### config.mk
export PLATFORM = sky130hd
export DESIGN_NAME = prio_enc_disp
export DESIGN_NICKNAME = d
export VERILOG_FILES = /design/src/rtl/prio_enc_disp.sv
export SDC_FILE = /design/constraint.sdc
export NUM_CORES = 1
export LEC_CHECK = 0
export BUFFER_PORTS_ARGS = -buffer_cell sky130_fd_sc_hd__buf_2
export CAP_MARGIN = 0
export CORE_MARGIN = 2
export CORE_UTILIZATION = 25
export CTS_CLUSTER_DIAMETER = 60
export CTS_CLUSTER_SIZE = 24
export DETAILED_ROUTE_END_ITERATION = 10
export SKIP_CTS_REPAIR_TIMING = 1
export SYNTH_ARGS = -nofsm -noshare
export SYNTH_HDL_FRONTEND = slang
export SYNTH_SLANG_ARGS = --single-unit
### constraint.sdc
create_clock -name clk -period 4.4 [get_ports clk]
set_input_delay 0 -clock clk [delete_from_list [all_inputs] [get_ports clk]]
set_output_delay 0 -clock clk [all_outputs]
set_load 0.05 [all_outputs]
### src/rtl/prio_enc_disp.sv
// Registered N-input priority encoder with GS/EO cascade flags, hold mode and a multiplexed
// active-low hex 7-segment driver. Define PENC_CHANGE_PULSE_EN to add the chg output.
module prio_enc_disp #(
   parameter int unsigned N_IN     = 16,
   parameter int unsigned DIGITS   = 2,
   parameter int unsigned SCAN_DIV = 1000,
   localparam int unsigned W       = $clog2(N_IN)
) (
   input  logic              clk,
   input  logic              rst_n,
   input  logic [N_IN-1:0]   I,
   input  logic              en,
   input  logic              hold,
   output logic [W-1:0]      Y,
   output logic              GS,
   output logic              EO,
   output logic [6:0]        HEX,
   output logic [DIGITS-1:0] DIG
`ifdef PENC_CHANGE_PULSE_EN
   ,
   output logic              chg
`endif
);

   localparam int unsigned CW = (SCAN_DIV > 1) ? $clog2(SCAN_DIV) : 1;
   localparam int unsigned DW = (DIGITS > 1) ? $clog2(DIGITS) : 1;
   localparam int unsigned XW = 4 * DIGITS;

   logic [N_IN-1:0]   i_q;
   logic              en_q, hold_q;
   logic [W-1:0]      y_q, y_d;
   logic              gs_q, gs_d, eo_q, eo_d;
   logic [CW-1:0]     cnt_q, cnt_d;
   logic [DW-1:0]     dig_idx_q, dig_idx_d;
   logic [6:0]        hex_q, hex_d;
   logic [DIGITS-1:0] dig_q, dig_d;
   logic [XW-1:0]     y_ext;
   logic [3:0]        nib;

   function automatic logic [6:0] font(input logic [3:0] v);
      case (v)
         4'h0: font = 7'b100_0000;
         4'h1: font = 7'b111_1001;
         4'h2: font = 7'b010_0100;
         4'h3: font = 7'b011_0000;
         4'h4: font = 7'b001_1001;
         4'h5: font = 7'b001_0010;
         4'h6: font = 7'b000_0010;
         4'h7: font = 7'b111_1000;
         4'h8: font = 7'b000_0000;
         4'h9: font = 7'b001_0000;
         4'hA: font = 7'b000_1000;
         4'hB: font = 7'b000_0011;
         4'hC: font = 7'b100_0110;
         4'hD: font = 7'b010_0001;
         4'hE: font = 7'b000_0110;
         default: font = 7'b000_1110;
      endcase
   endfunction

   // Ascending scan: the last set bit seen is the highest-priority one.
   always_comb begin
      y_d  = y_q;
      gs_d = gs_q;
      eo_d = eo_q;
      if (!hold_q) begin
         y_d  = '0;
         gs_d = 1'b0;
         eo_d = 1'b0;
         if (en_q) begin
            if (i_q == '0) begin
               eo_d = 1'b1;
            end else begin
               gs_d = 1'b1;
               for (int unsigned k = 0; k < N_IN; k++) begin
                  if (i_q[k]) y_d = k[W-1:0];
               end
            end
         end
      end
   end

   always_comb begin
      cnt_d     = cnt_q + 1'b1;
      dig_idx_d = dig_idx_q;
      if (cnt_q == CW'(SCAN_DIV - 1)) begin
         cnt_d     = '0;
         dig_idx_d = (dig_idx_q == DW'(DIGITS - 1)) ? '0 : dig_idx_q + 1'b1;
      end
   end

   assign y_ext = XW'(y_q);
   assign nib   = y_ext[dig_idx_q*4 +: 4];

   always_comb begin
      dig_d = ~(DIGITS'(1) << dig_idx_q);
      hex_d = gs_q ? font(nib) : 7'b011_1111;
   end

   always_ff @(posedge clk) begin
      if (!rst_n) begin
         i_q       <= '0;
         en_q      <= 1'b0;
         hold_q    <= 1'b0;
         y_q       <= '0;
         gs_q      <= 1'b0;
         eo_q      <= 1'b0;
         cnt_q     <= '0;
         dig_idx_q <= '0;
         hex_q     <= 7'b111_1111;
         dig_q     <= '1;
      end else begin
         i_q       <= I;
         en_q      <= en;
         hold_q    <= hold;
         y_q       <= y_d;
         gs_q      <= gs_d;
         eo_q      <= eo_d;
         cnt_q     <= cnt_d;
         dig_idx_q <= dig_idx_d;
         hex_q     <= hex_d;
         dig_q     <= dig_d;
      end
   end

   assign Y   = y_q;
   assign GS  = gs_q;
   assign EO  = eo_q;
   assign HEX = hex_q;
   assign DIG = dig_q;

`ifdef PENC_CHANGE_PULSE_EN
   logic [W+1:0] prev_q;
   logic         chg_q;

   // prev_q resets to the reset value of {Y,GS,EO}, so nothing fires right after reset.
   always_ff @(posedge clk) begin
      if (!rst_n) begin
         prev_q <= '0;
         chg_q  <= 1'b0;
      end else begin
         prev_q <= {y_q, gs_q, eo_q};
         chg_q  <= ({y_q, gs_q, eo_q} != prev_q) && !hold_q;
      end
   end

   assign chg = chg_q;
`endif

endmodule

==> reports/metrics.cfg <==
[status]
status = completed

[synthesis]
syn-cell-area_mm2 = 0.00183
synth_ff_type = dfxtp_1
synthCells = 194
yosysWarningCount = 0
async_flop_share_pct = 0
yosysTopAreaCell = dfxtp_1
avgSynthCellArea_um2 = 9.42
ys_ff_latch = 44
syn_nets = 221
yosysSeqAreaShare_pct = 48.2
synth.distinct_cells = 42
synth_edf_count = 0
synth_area_leaders = dfxtp_1 (48%), and2_1 (6.8%), ha_1 (4.8%)
synth_top_area_share_pct = 48.2

[clock_network]
cts_sinks = 44
worstSkewPairLatency_ps = 290
cts_buffers = 5
clk_path_buf_depth = 2
cts_max_level = 2
cts_tree = yes
cts-root-buf = clkbuf_8
clkTransAtPathRegs_ps = 80

[layout]
layout.nets = 273
final_core_util_pct = 32.8
diodes = 0
area_growth_pct = 28.7
drive_above_1_share_pct = 19.1
multi_input_area_um2 = 892
regArea_um2 = 881
fillers = 764

[grt]
antenna_found_initial = 0
grt_pass1_vias = 1361
grt_usage_pct = 9.91
grt_pass1_wl_um = 6020
gr-total-overflow = 0
grt_start_max_net_pins = 35

[drt]
drt_iter0_drc = 42
drc_errors = 0
vias = 1465
firstDrtPassIters = 4
top_layer_used = met4
vias_per_cell = 4.25
wl_um = 3640
dr_wl_met3_um = 202
wl_met2_um = 1580
drt-wirelength-per-cell_um = 10.5
ant_nets = 0
wl_met1_um = 1790

[worst_setup_path]
cp_num_buf_inv = 1
cp.arrival_ps = 1950
criticalPathCategory = register to register
cp_max_fo = 13
critical_path.top_delay_family = flip-flops
endpoint_kind = register
cp_common_cell = nand2b_1
cp_slowest_stage_delay_ps = 560
startpoint_type = register
cp_slowest_cell = dfxtp_1
regToRegSetupSlack_ps = 2610
worstPathCellList = nand2b_1 -> inv_1 -> ha_1 -> nand2b_1 -> a21boi_0 -> o31ai_1 -> nand2_1
critPathRequiredTime_ps = 4560

[sta]
finalSetupViolCount = 0
finClkSkew_ps = 9.36
timing.fmax_mhz = 558
finalHoldViolCount = 0
final_max_slew_viol_count = 0
fin_crit_sh_pct = 40.7
setup_ws_ps = 2610
rsz0062_at_grt = no
worstMarginPinSlew_ps = 587
min_period_ps = 1790
tns_ps = 0
relSlewSlack_pct = 60.6

[power_and_ir_drop]
cellPowerDensity_mw_per_mm2 = 319
ir_drop_mv = 0.108
power.leakage_nw = 0.972

[hold_path]
worstHoldPathType = primary input to register

[die]
coreArea_mm2 = 0.00718
die_w_um = 89.5
rows = 31
floorplan.die.height_um = 89.5
num_io_pins = 35
dieArea_mm2 = 0.00801
start_util_pct = 25.5

[place]
routabilityCongestion = 0.771
place_ws_ps = 2610
dp_hpwl_um = 2610
io_buffer_count = 34

[flow_run]
drv_cap = 0

## flip-flops by register name (all words and copies together) (netlist names)
register / cells
i_q: 16
Y: 4
GS: 1
dig_idx_q: 1
EO: 1
HEX: 7
hold_q: 1
en_q: 1
cnt_q: 10
DIG: 2
## logic make-up (layout without fill, tap and decap cells)
kind of cell | count (synthesis) | after routing | synth area share, %
xor gates and xnor gates | 7 | 7 | 3.36
and+or+nand+nor | 83 | 83 | 26.1
buffers and inverters | 14 | 66 | 2.95
muxes | 2 | 2 | 1.16
adders and majority gates | 7 | 7 | 4.79
AOI/OAI and AO/OA | 37 | 37 | 13.4
DFF | 44 | 44 | 48.2
## where the power goes
part | internal, W | switching, W | leakage [nW]
Clock | 0.000108 | 0.000124 | 0.0410
Sequential | 0.000414 | 0.0000153 | 0.362
Combinational | 0.0000423 | 0.0000469 | 0.569
Total | 0.000564 | 0.000186 | 0.972
## synth_stat cells, types with 2 or more instances
| master | count |
|---|---|
| o21bai_1 | 2 |
| a21oi_1 | 9 |
| a21boi_0 | 2 |
| nor3_1 | 2 |
| nand3_1 | 3 |
| dfxtp_1 | 44 |
| nor2_1 | 20 |
| ha_1 | 7 |
| and3_1 | 2 |
| inv_1 | 7 |
| and2_1 | 20 |
| nand2b_1 | 7 |
| nand4_1 | 2 |
| or3_1 | 2 |
| nand2_1 | 11 |
| xnor2_1 | 3 |
| xor2_1 | 4 |
| nor4_1 | 3 |
| clkbuf_1 | 6 |
| a31oi_1 | 3 |
| o31ai_1 | 3 |
| o21ai_0 | 8 |
| nor2b_1 | 5 |
## metal layers
| metal | vias to the layer above | GRT usage (%) |
|---|---|---|
| met4 | 0 | 4.34 |
| met1 | 667 | 11.9 |
| met2 | 31 | 15.7 |
| li1 | 762 | - |
| met3 | 5 | 3.88 |
| met5 | - | 0 |
## layout by cell type (no fill, tap or decap), types with 2 or more instances in the layout
master | synthesis | routed
a21boi_0 | 2 | 2
a21oi_1 | 9 | 9
a31oi_1 | 3 | 3
and2_1 | 20 | 20
and3_1 | 2 | 2
buf_2 | 1 | 34
clkbuf_8 | 0 | 5
dfxtp_1 | 44 | 44
dlygate4sd3_1 | 0 | 18
ha_1 | 7 | 7
inv_1 | 7 | 7
nand2_1 | 11 | 11
nand2b_1 | 7 | 7
nand3_1 | 3 | 3
nand4_1 | 2 | 2
nor2_1 | 20 | 20
nor2b_1 | 5 | 5
nor3_1 | 2 | 2
nor4_1 | 3 | 3
o21ai_0 | 8 | 8
o21bai_1 | 2 | 2
o31ai_1 | 3 | 3
or3_1 | 2 | 2
xnor2_1 | 3 | 3
xor2_1 | 4 | 4
## path summary, 6_finish.rpt
| check | from | endpoint | cells past startpoint |
|---|---|---|---|
| worst min-delay path | rst_n | HEX[6]$_SDFF_PN1_ | 2 |
| worst max-delay path | dig_idx_q$_SDFFE_PN0P_ | HEX[6]$_SDFF_PN1_ | 7 |
| worst max register to register | dig_idx_q$_SDFFE_PN0P_ | HEX[6]$_SDFF_PN1_ | 7 |
| worst min register to register | cnt_q[0]$_SDFF_PP0_ | cnt_q[0]$_SDFF_PP0_ | 1 |
## area by class of cell
class | count | share of cell area, %
clock buffers | 6 | 3.09
flip-flops and latches | 44 | 37.5
inverters | 7 | 1.12
clock inverters | 1 | 0.213
repair buffers | 52 | 14.9
well taps | 99 | 5.27
multi-input cells | 136 | 37.9
## metrics by stage
step	hold slack (ps)	power [W]	instances	instance area (µm²)
after global placement	212	0.000516	320	2090
after detailed placement	209	0.000517	320	2090
after global routing	180	0.000793	345	2350
after CTS	-90.7	0.000751	327	2170
after floorplan	127	0.000492	194	1830
final	131	0.000751	345	2350
Note: power is estimated with default switching activity, not from simulation.
